**src/rtl/mpt_pkg.sv**
```systemverilog
// Shared MPT walker flush types: stage ctrl/status encodings and the flush
// controller FSM states.
package mpt_pkg;

    typedef enum logic [1:0] {
        MPT_FLUSH_NONE    = 2'd0,
        MPT_FLUSH_REQUEST = 2'd1
    } mptw_flush_ctrl_e;

    typedef enum logic [1:0] {
        MPT_FLUSHED_NONE      = 2'd0,
        MPT_FLUSHED_ONGOING   = 2'd1,
        MPT_FLUSHED_COMPLETED = 2'd2
    } mptw_flush_status_e;

    typedef enum logic [1:0] {
        IDLE  = 2'd0,
        FLUSH = 2'd1,
        DONE  = 2'd2
    } mptw_flush_fsm_e;

    localparam int MPT_FLUSH_TIMEOUT_DEFAULT = 1024;
    localparam int MPT_FLUSH_CTRL_W          = $bits(mptw_flush_ctrl_e);
    localparam int MPT_FLUSH_STATUS_W        = $bits(mptw_flush_status_e);

endpackage

```
**src/rtl/mptw_prio_encoder.sv**
```systemverilog
// Highest-set-bit finder: one-hot of the most significant request bit plus a
// valid flag when any bit is set.
module mptw_prio_encoder #(
    parameter int WIDTH = 4
) (
    input  logic [WIDTH-1:0] req,
    output logic [WIDTH-1:0] onehot,
    output logic             valid
);

    logic found_s;

    // Scan from the top so only the highest set bit survives.
    always_comb begin
        found_s = 1'b0;
        onehot  = {WIDTH{1'b0}};
        for (int i = WIDTH - 1; i >= 0; i--) begin
            if (req[i] && !found_s) begin
                onehot[i] = 1'b1;
                found_s   = 1'b1;
            end else begin
                onehot[i] = 1'b0;
            end
        end
        valid = found_s;
    end

endmodule

```
**src/rtl/mptw_flush_controller.sv**
```systemverilog
// Fans a flush request out to the selected walker stages (broadcast or
// back-to-front), waits for each stage to report completion with a timeout.
module mptw_flush_controller
    import mpt_pkg::*;
#(
    parameter int NUM_STAGES     = 4,
    parameter bit SEQUENTIAL     = 1'b1,
    parameter int TIMEOUT_CYCLES = MPT_FLUSH_TIMEOUT_DEFAULT
) (
    input  logic                                     clk_i,
    input  logic                                     rst_ni,
    input  logic                                     flush_req_i,
    input  logic [NUM_STAGES-1:0]                    flush_mask_i,
    output logic                                     flush_ready_o,
    output logic                                     flush_done_o,
    output logic                                     flush_timeout_o,
    output logic                                     stall_o,
    output logic [NUM_STAGES*MPT_FLUSH_CTRL_W-1:0]   stage_ctrl_flush_o,
    input  logic [NUM_STAGES*MPT_FLUSH_STATUS_W-1:0] stage_status_flushed_i
);

    localparam int                CNT_W    = $clog2(TIMEOUT_CYCLES + 1);
    localparam logic [CNT_W-1:0]  CNT_LAST = CNT_W'(TIMEOUT_CYCLES - 1);

    mptw_flush_fsm_e                      state_r, state_s;
    logic [NUM_STAGES-1:0]                pend_r, pend_s;
    logic [NUM_STAGES-1:0]                tgt_r, tgt_s;
    logic                                 to_r, to_s;
    logic [CNT_W-1:0]                     cnt_r, cnt_s;
    logic [NUM_STAGES-1:0]                stage_ok_s;
    logic                                 step_complete_s;
    logic                                 step_end_s;
    logic [NUM_STAGES-1:0]                enc_onehot_s;
    logic                                 enc_valid_s;
    logic [NUM_STAGES*MPT_FLUSH_CTRL_W-1:0] ctrl_s, ctrl_r;
    logic                                 done_r, timeout_r, stall_r;

    // Sequential target is chosen from the pending set as it will be next cycle,
    // so the registered ctrl moves to the next stage without a gap.
    mptw_prio_encoder #(
        .WIDTH (NUM_STAGES)
    ) u_prio (
        .req    (pend_s),
        .onehot (enc_onehot_s),
        .valid  (enc_valid_s)
    );

    // Step completion: every current target reports COMPLETED; others ignored.
    always_comb begin
        for (int i = 0; i < NUM_STAGES; i++) begin
            stage_ok_s[i] = !tgt_r[i] ||
                (stage_status_flushed_i[i*MPT_FLUSH_STATUS_W +: MPT_FLUSH_STATUS_W]
                 == MPT_FLUSHED_COMPLETED);
        end
        step_complete_s = &stage_ok_s;
        step_end_s      = step_complete_s || (cnt_r == CNT_LAST);
    end

    // FSM state register.
    always_ff @(posedge clk_i or negedge rst_ni) begin
        if (!rst_ni) begin
            state_r <= IDLE;
        end else begin
            state_r <= state_s;
        end
    end

    // Next-state and datapath next values.
    always_comb begin
        state_s = state_r;
        pend_s  = pend_r;
        to_s    = to_r;
        cnt_s   = cnt_r;
        case (state_r)
            IDLE: begin
                if (flush_req_i) begin
                    pend_s  = flush_mask_i;
                    to_s    = 1'b0;
                    cnt_s   = {CNT_W{1'b0}};
                    state_s = (|flush_mask_i) ? FLUSH : DONE;
                end else begin
                    state_s = IDLE;
                end
            end
            FLUSH: begin
                if (step_end_s) begin
                    to_s    = to_r | !step_complete_s;
                    pend_s  = pend_r & ~tgt_r;
                    cnt_s   = {CNT_W{1'b0}};
                    state_s = (|(pend_r & ~tgt_r)) ? FLUSH : DONE;
                end else begin
                    cnt_s   = cnt_r + CNT_W'(1);
                end
            end
            DONE: begin
                state_s = IDLE;
            end
            default: begin
                state_s = IDLE;
            end
        endcase
    end

    // Target set and per-stage ctrl encoding for the coming cycle.
    always_comb begin
        if (state_s == FLUSH) begin
            if (SEQUENTIAL) begin
                tgt_s = enc_valid_s ? enc_onehot_s : {NUM_STAGES{1'b0}};
            end else begin
                tgt_s = pend_s;
            end
        end else begin
            tgt_s = {NUM_STAGES{1'b0}};
        end
        for (int i = 0; i < NUM_STAGES; i++) begin
            ctrl_s[i*MPT_FLUSH_CTRL_W +: MPT_FLUSH_CTRL_W] =
                tgt_s[i] ? MPT_FLUSH_REQUEST : MPT_FLUSH_NONE;
        end
    end

    // Pending set, current targets, timeout flag and step counter.
    always_ff @(posedge clk_i or negedge rst_ni) begin
        if (!rst_ni) begin
            pend_r <= {NUM_STAGES{1'b0}};
            tgt_r  <= {NUM_STAGES{1'b0}};
            to_r   <= 1'b0;
            cnt_r  <= {CNT_W{1'b0}};
        end else begin
            pend_r <= pend_s;
            tgt_r  <= tgt_s;
            to_r   <= to_s;
            cnt_r  <= cnt_s;
        end
    end

    // Registered outputs, loaded from the next state so they align with it.
    always_ff @(posedge clk_i or negedge rst_ni) begin
        if (!rst_ni) begin
            ctrl_r    <= {(NUM_STAGES*MPT_FLUSH_CTRL_W){1'b0}};
            done_r    <= 1'b0;
            timeout_r <= 1'b0;
            stall_r   <= 1'b0;
        end else begin
            ctrl_r    <= ctrl_s;
            done_r    <= (state_s == DONE);
            timeout_r <= (state_s == DONE) && to_s;
            stall_r   <= (state_s != IDLE);
        end
    end

    // Output drive; ready depends only on the current state.
    always_comb begin
        flush_ready_o      = (state_r == IDLE);
        flush_done_o       = done_r;
        flush_timeout_o    = timeout_r;
        stall_o            = stall_r;
        stage_ctrl_flush_o = ctrl_r;
    end

endmodule
```
**config.mk**
```make
export PLATFORM = sky130hd
export DESIGN_NAME = mptw_flush_controller
export DESIGN_NICKNAME = d
export VERILOG_FILES = /design/src/rtl/mpt_pkg.sv /design/src/rtl/mptw_prio_encoder.sv /design/src/rtl/mptw_flush_controller.sv
export SDC_FILE = /design/constraint.sdc
export NUM_CORES = 1
export LEC_CHECK = 0
export CAP_MARGIN = 20
export CORE_ASPECT_RATIO = 1.4
export CORE_MARGIN = 2
export CORE_UTILIZATION = 55
export CTS_BUF_LIST = sky130_fd_sc_hd__clkbuf_8
export DETAILED_ROUTE_END_ITERATION = 10
export DONT_BUFFER_PORTS = 1
export GPL_TIMING_DRIVEN = 0
export PLACE_DENSITY_LB_ADDON = 0.15
export SLEW_MARGIN = 30
export SYNTH_ARGS = -nofsm -noshare
export SYNTH_HDL_FRONTEND = slang
export SYNTH_SLANG_ARGS = --single-unit
```
**constraint.sdc**
```tcl
create_clock -name clk_i -period 2.5 [get_ports clk_i]
set_clock_uncertainty 0.05 [all_clocks]
set_input_delay 0.5 -clock clk_i [delete_from_list [all_inputs] [get_ports clk_i]]
set_output_delay 0.5 -clock clk_i [all_outputs]
set_load 0.02 [all_outputs]
```
==> impl_metrics.env <==
export IMPL_clock_fmax_ghz=0.454
export IMPL_ctsRootBufferMaster="clkbuf_8"
export IMPL_vias=1041
export IMPL_drive_gt1_frac=0.155
export IMPL_dp_cells=165
export IMPL_port_buffers=0
export IMPL_tritoncts="done"
export IMPL_drv_slew=0
export IMPL_cts_setup_buffers=0
export IMPL_drt_iter0_markers=15
export IMPL_synth_cell_type_count=41
export IMPL_fill_cells=214
export IMPL_finalSetupTns_ns=0
export IMPL_avgRoutedWirePerCell_um=15.2
export IMPL_ioPinCount=27
export IMPL_syn2layout_area_growth_pct=8.63
export IMPL_critPathMaxFanout=10
export IMPL_path_clk_slew_ns=0.08
export IMPL_layout_cells_non_filler=171
export IMPL_yosys_area_top_type_share=0.469
export IMPL_antenna_found_initial=0
export IMPL_ys_flop_type="dfrtp_1"
export IMPL_synth_cells=139
export IMPL_syn_area_per_cell_sq_um=9.60
export IMPL_p_clk_frac=0.157
export IMPL_internal_power_uw=853
export IMPL_yosys_area_top_type="dfrtp_1"
export IMPL_place_congestion=0.845
export IMPL_power_frac_comb=0.449
export IMPL_vdd_drop_max_v=0.000577
export IMPL_hold_viol=0
export IMPL_power_switching_uw=669
export IMPL_clk_path_buf_depth=2
export IMPL_worstPathArrival_ns=2.33
export IMPL_final_nets=165
export IMPL_critPathCaptureType="register"
export IMPL_fp_coreArea_sq_um=2340
export IMPL_final_common_cell="dfrtp_1"
export IMPL_ys_warn_count=0
export IMPL_status="completed"
export IMPL_cts_made_buffers=3
export IMPL_switching_share=0.440
export IMPL_power_density_nw_per_um2=1050
export IMPL_grt_max_degree=26
export IMPL_diodes=0
export IMPL_period_minus_slack_ns=2.20
export IMPL_cp_start_kind="register"
export IMPL_wirelength_mm=2.61
export IMPL_synthArstFlopShare=1.00
export IMPL_antenna_left=0
export IMPL_die_x_um=45.6
export IMPL_yosys_top_cells_area="dfrtp_1 47%, a21oi_1 3.8%, o21ai_0 3.8%"
export IMPL_fin_crit_sh=0.881
export IMPL_ctsResizeCount=0
export IMPL_leakagePower_uw=0.000677
export IMPL_gr_total_overflow=0
export IMPL_syn_cell_area_sq_um=1330
export IMPL_rsz0062_at_grt="false"
export IMPL_power_frac_seq=0.394
export IMPL_synth_edf_count=0
export IMPL_place_area_sq_um=1370
export IMPL_setup_viol=0
export IMPL_whs_ns=0.378
export IMPL_route_detailed_drc=0
export IMPL_maxCapViolCount=0
export IMPL_clk_latency_ns=0.28
export IMPL_hp_class="input port to register"
export IMPL_place_hpwl_mm=2.00
export IMPL_first_global_vias=1078
export IMPL_start_util=0.570
export IMPL_stdcell_area_sq_um=1450
export IMPL_yosysSeqAreaShare=0.469
export IMPL_groute_usage_overall=0.224
export IMPL_ys_ff_latch=25
export IMPL_die_y_um=62.3
export IMPL_worstPathRequired_ns=2.62
export IMPL_criticalPathCategory="register to register"
export IMPL_final_cell_mix="25 x dfrtp_1, 12 x inv_1, 10 x o21ai_0, 10 x nand2_1, 10 x a21oi_1"
export IMPL_post_drt_via_cell_ratio=6.09
export IMPL_htree_levels=1
export IMPL_row_count=21
export IMPL_cts_sinks=25
export IMPL_grt_first_pass_wirelength_mm=4.67
export IMPL_fp_dieArea_sq_um=2840
export IMPL_dr_pass1_iters=4
==> power by group through the flow <==
stage	clock network (uW)	registers (uW)	logic, uW
6_report	240	600	683
3_3_place_gp	0	607	652
4_1_cts	245	601	691
5_1_grt	256	614	777
2_1_floorplan	0	591	554
3_5_place_dp	0	610	672
==> Yosys cell counts (3+ instances only) <==
cell	n
o21ai_1	6
nand3_1	5
nor2_1	9
buf_4	5
o21ai_0	10
nor3b_1	3
nor3b_2	3
dfrtp_1	25
inv_1	11
nor3_1	4
clkbuf_1	3
a21oi_1	10
a21o_1	4
nand2_1	10
==> path summary, 6_finish.rpt <==
path                                 start               to  slack (ns)  depth (start not counted)
max                               cnt_r[0]         cnt_r[2]        0.30                          8
min                        flush_mask_i[0]        pend_r[0]        0.38                          2
max reg2reg                       cnt_r[0]         cnt_r[2]        0.30                          8
min reg2reg                       cnt_r[0]         cnt_r[0]        0.47                          1
max in group asynchronous           rst_ni  flush_timeout_o        1.64                          2
min in group asynchronous           rst_ni          stall_o        0.61                          2
==> what timing repair did <==
item | CTS | global route
endpoints found under the hold margin | 25 | 0
endpoints found under the setup margin | 0 | 0
hold buffers | 2 | 0
==> cell type report <==
| class | instances | area (sq um) | area share |
|---|---|---|---|
| plain buffers | 8 | 48.8 | 0.0337 |
| clock buffers | 3 | 41.3 | 0.0285 |
| clock inverters | 1 | 3.75 | 0.00259 |
| inverters | 11 | 41.3 | 0.0285 |
| multi-input cells | 98 | 629 | 0.434 |
| flip-flops and latches | 25 | 626 | 0.432 |
| well taps | 23 | 28.8 | 0.0199 |
| repair buffers | 2 | 30.0 | 0.0207 |
==> sequential cells by signal, summed over array words and instances, names as in the netlist <==
name / cells
state_r: 2
stage_ctrl_flush_o: 4
cnt_r: 11
stall_o: 1
flush_timeout_o: 1
flush_done_o: 1
to_r: 1
pend_r: 4
==> per-layer routing <==
| metal | global-route usage | vias up | share of wire |
|---|---|---|---|
| li1 | - | 500 | - |
| met1 | 0.247 | 501 | 0.38 |
| met2 | 0.370 | 29 | 0.53 |
| met3 | 0.0320 | 11 | 0.035 |
| met4 | 0.158 | 0 | 0.055 |
| met5 | 0 | - | 0 |
==> worst max-delay path: stages, from the launching register on <==
cell     delay, ns
dfrtp_1       0.40
ha_1          0.23
nand2_1       0.09
or4_4         0.52
or2_4         0.27
nand3_2       0.10
buf_4         0.18
o21ai_1       0.08
a21o_1        0.18
==> per-stage QoR <==
step / total power [uW] / utilization / worst slack [ns]
after floorplan: 1140 / - / 0.488
after global placement: 1260 / 0.587 / 0.353
after detailed placement: 1280 / 0.587 / 0.308
after CTS: 1540 / 0.620 / 0.284
after global routing: 1650 / 0.620 / 0.128
final: 1520 / 0.620 / 0.297
==> cells by family after synthesis <==
logic type      share of synthesized area
simple gates                        0.252
compound gates                      0.178
flops                               0.469
buf+inv                            0.0675
xor+xnor                           0.0131
fa+ha+maj                         0.00938
other cells                       0.00281
mux                               0.00750
Power figures use the tool's default switching activity.
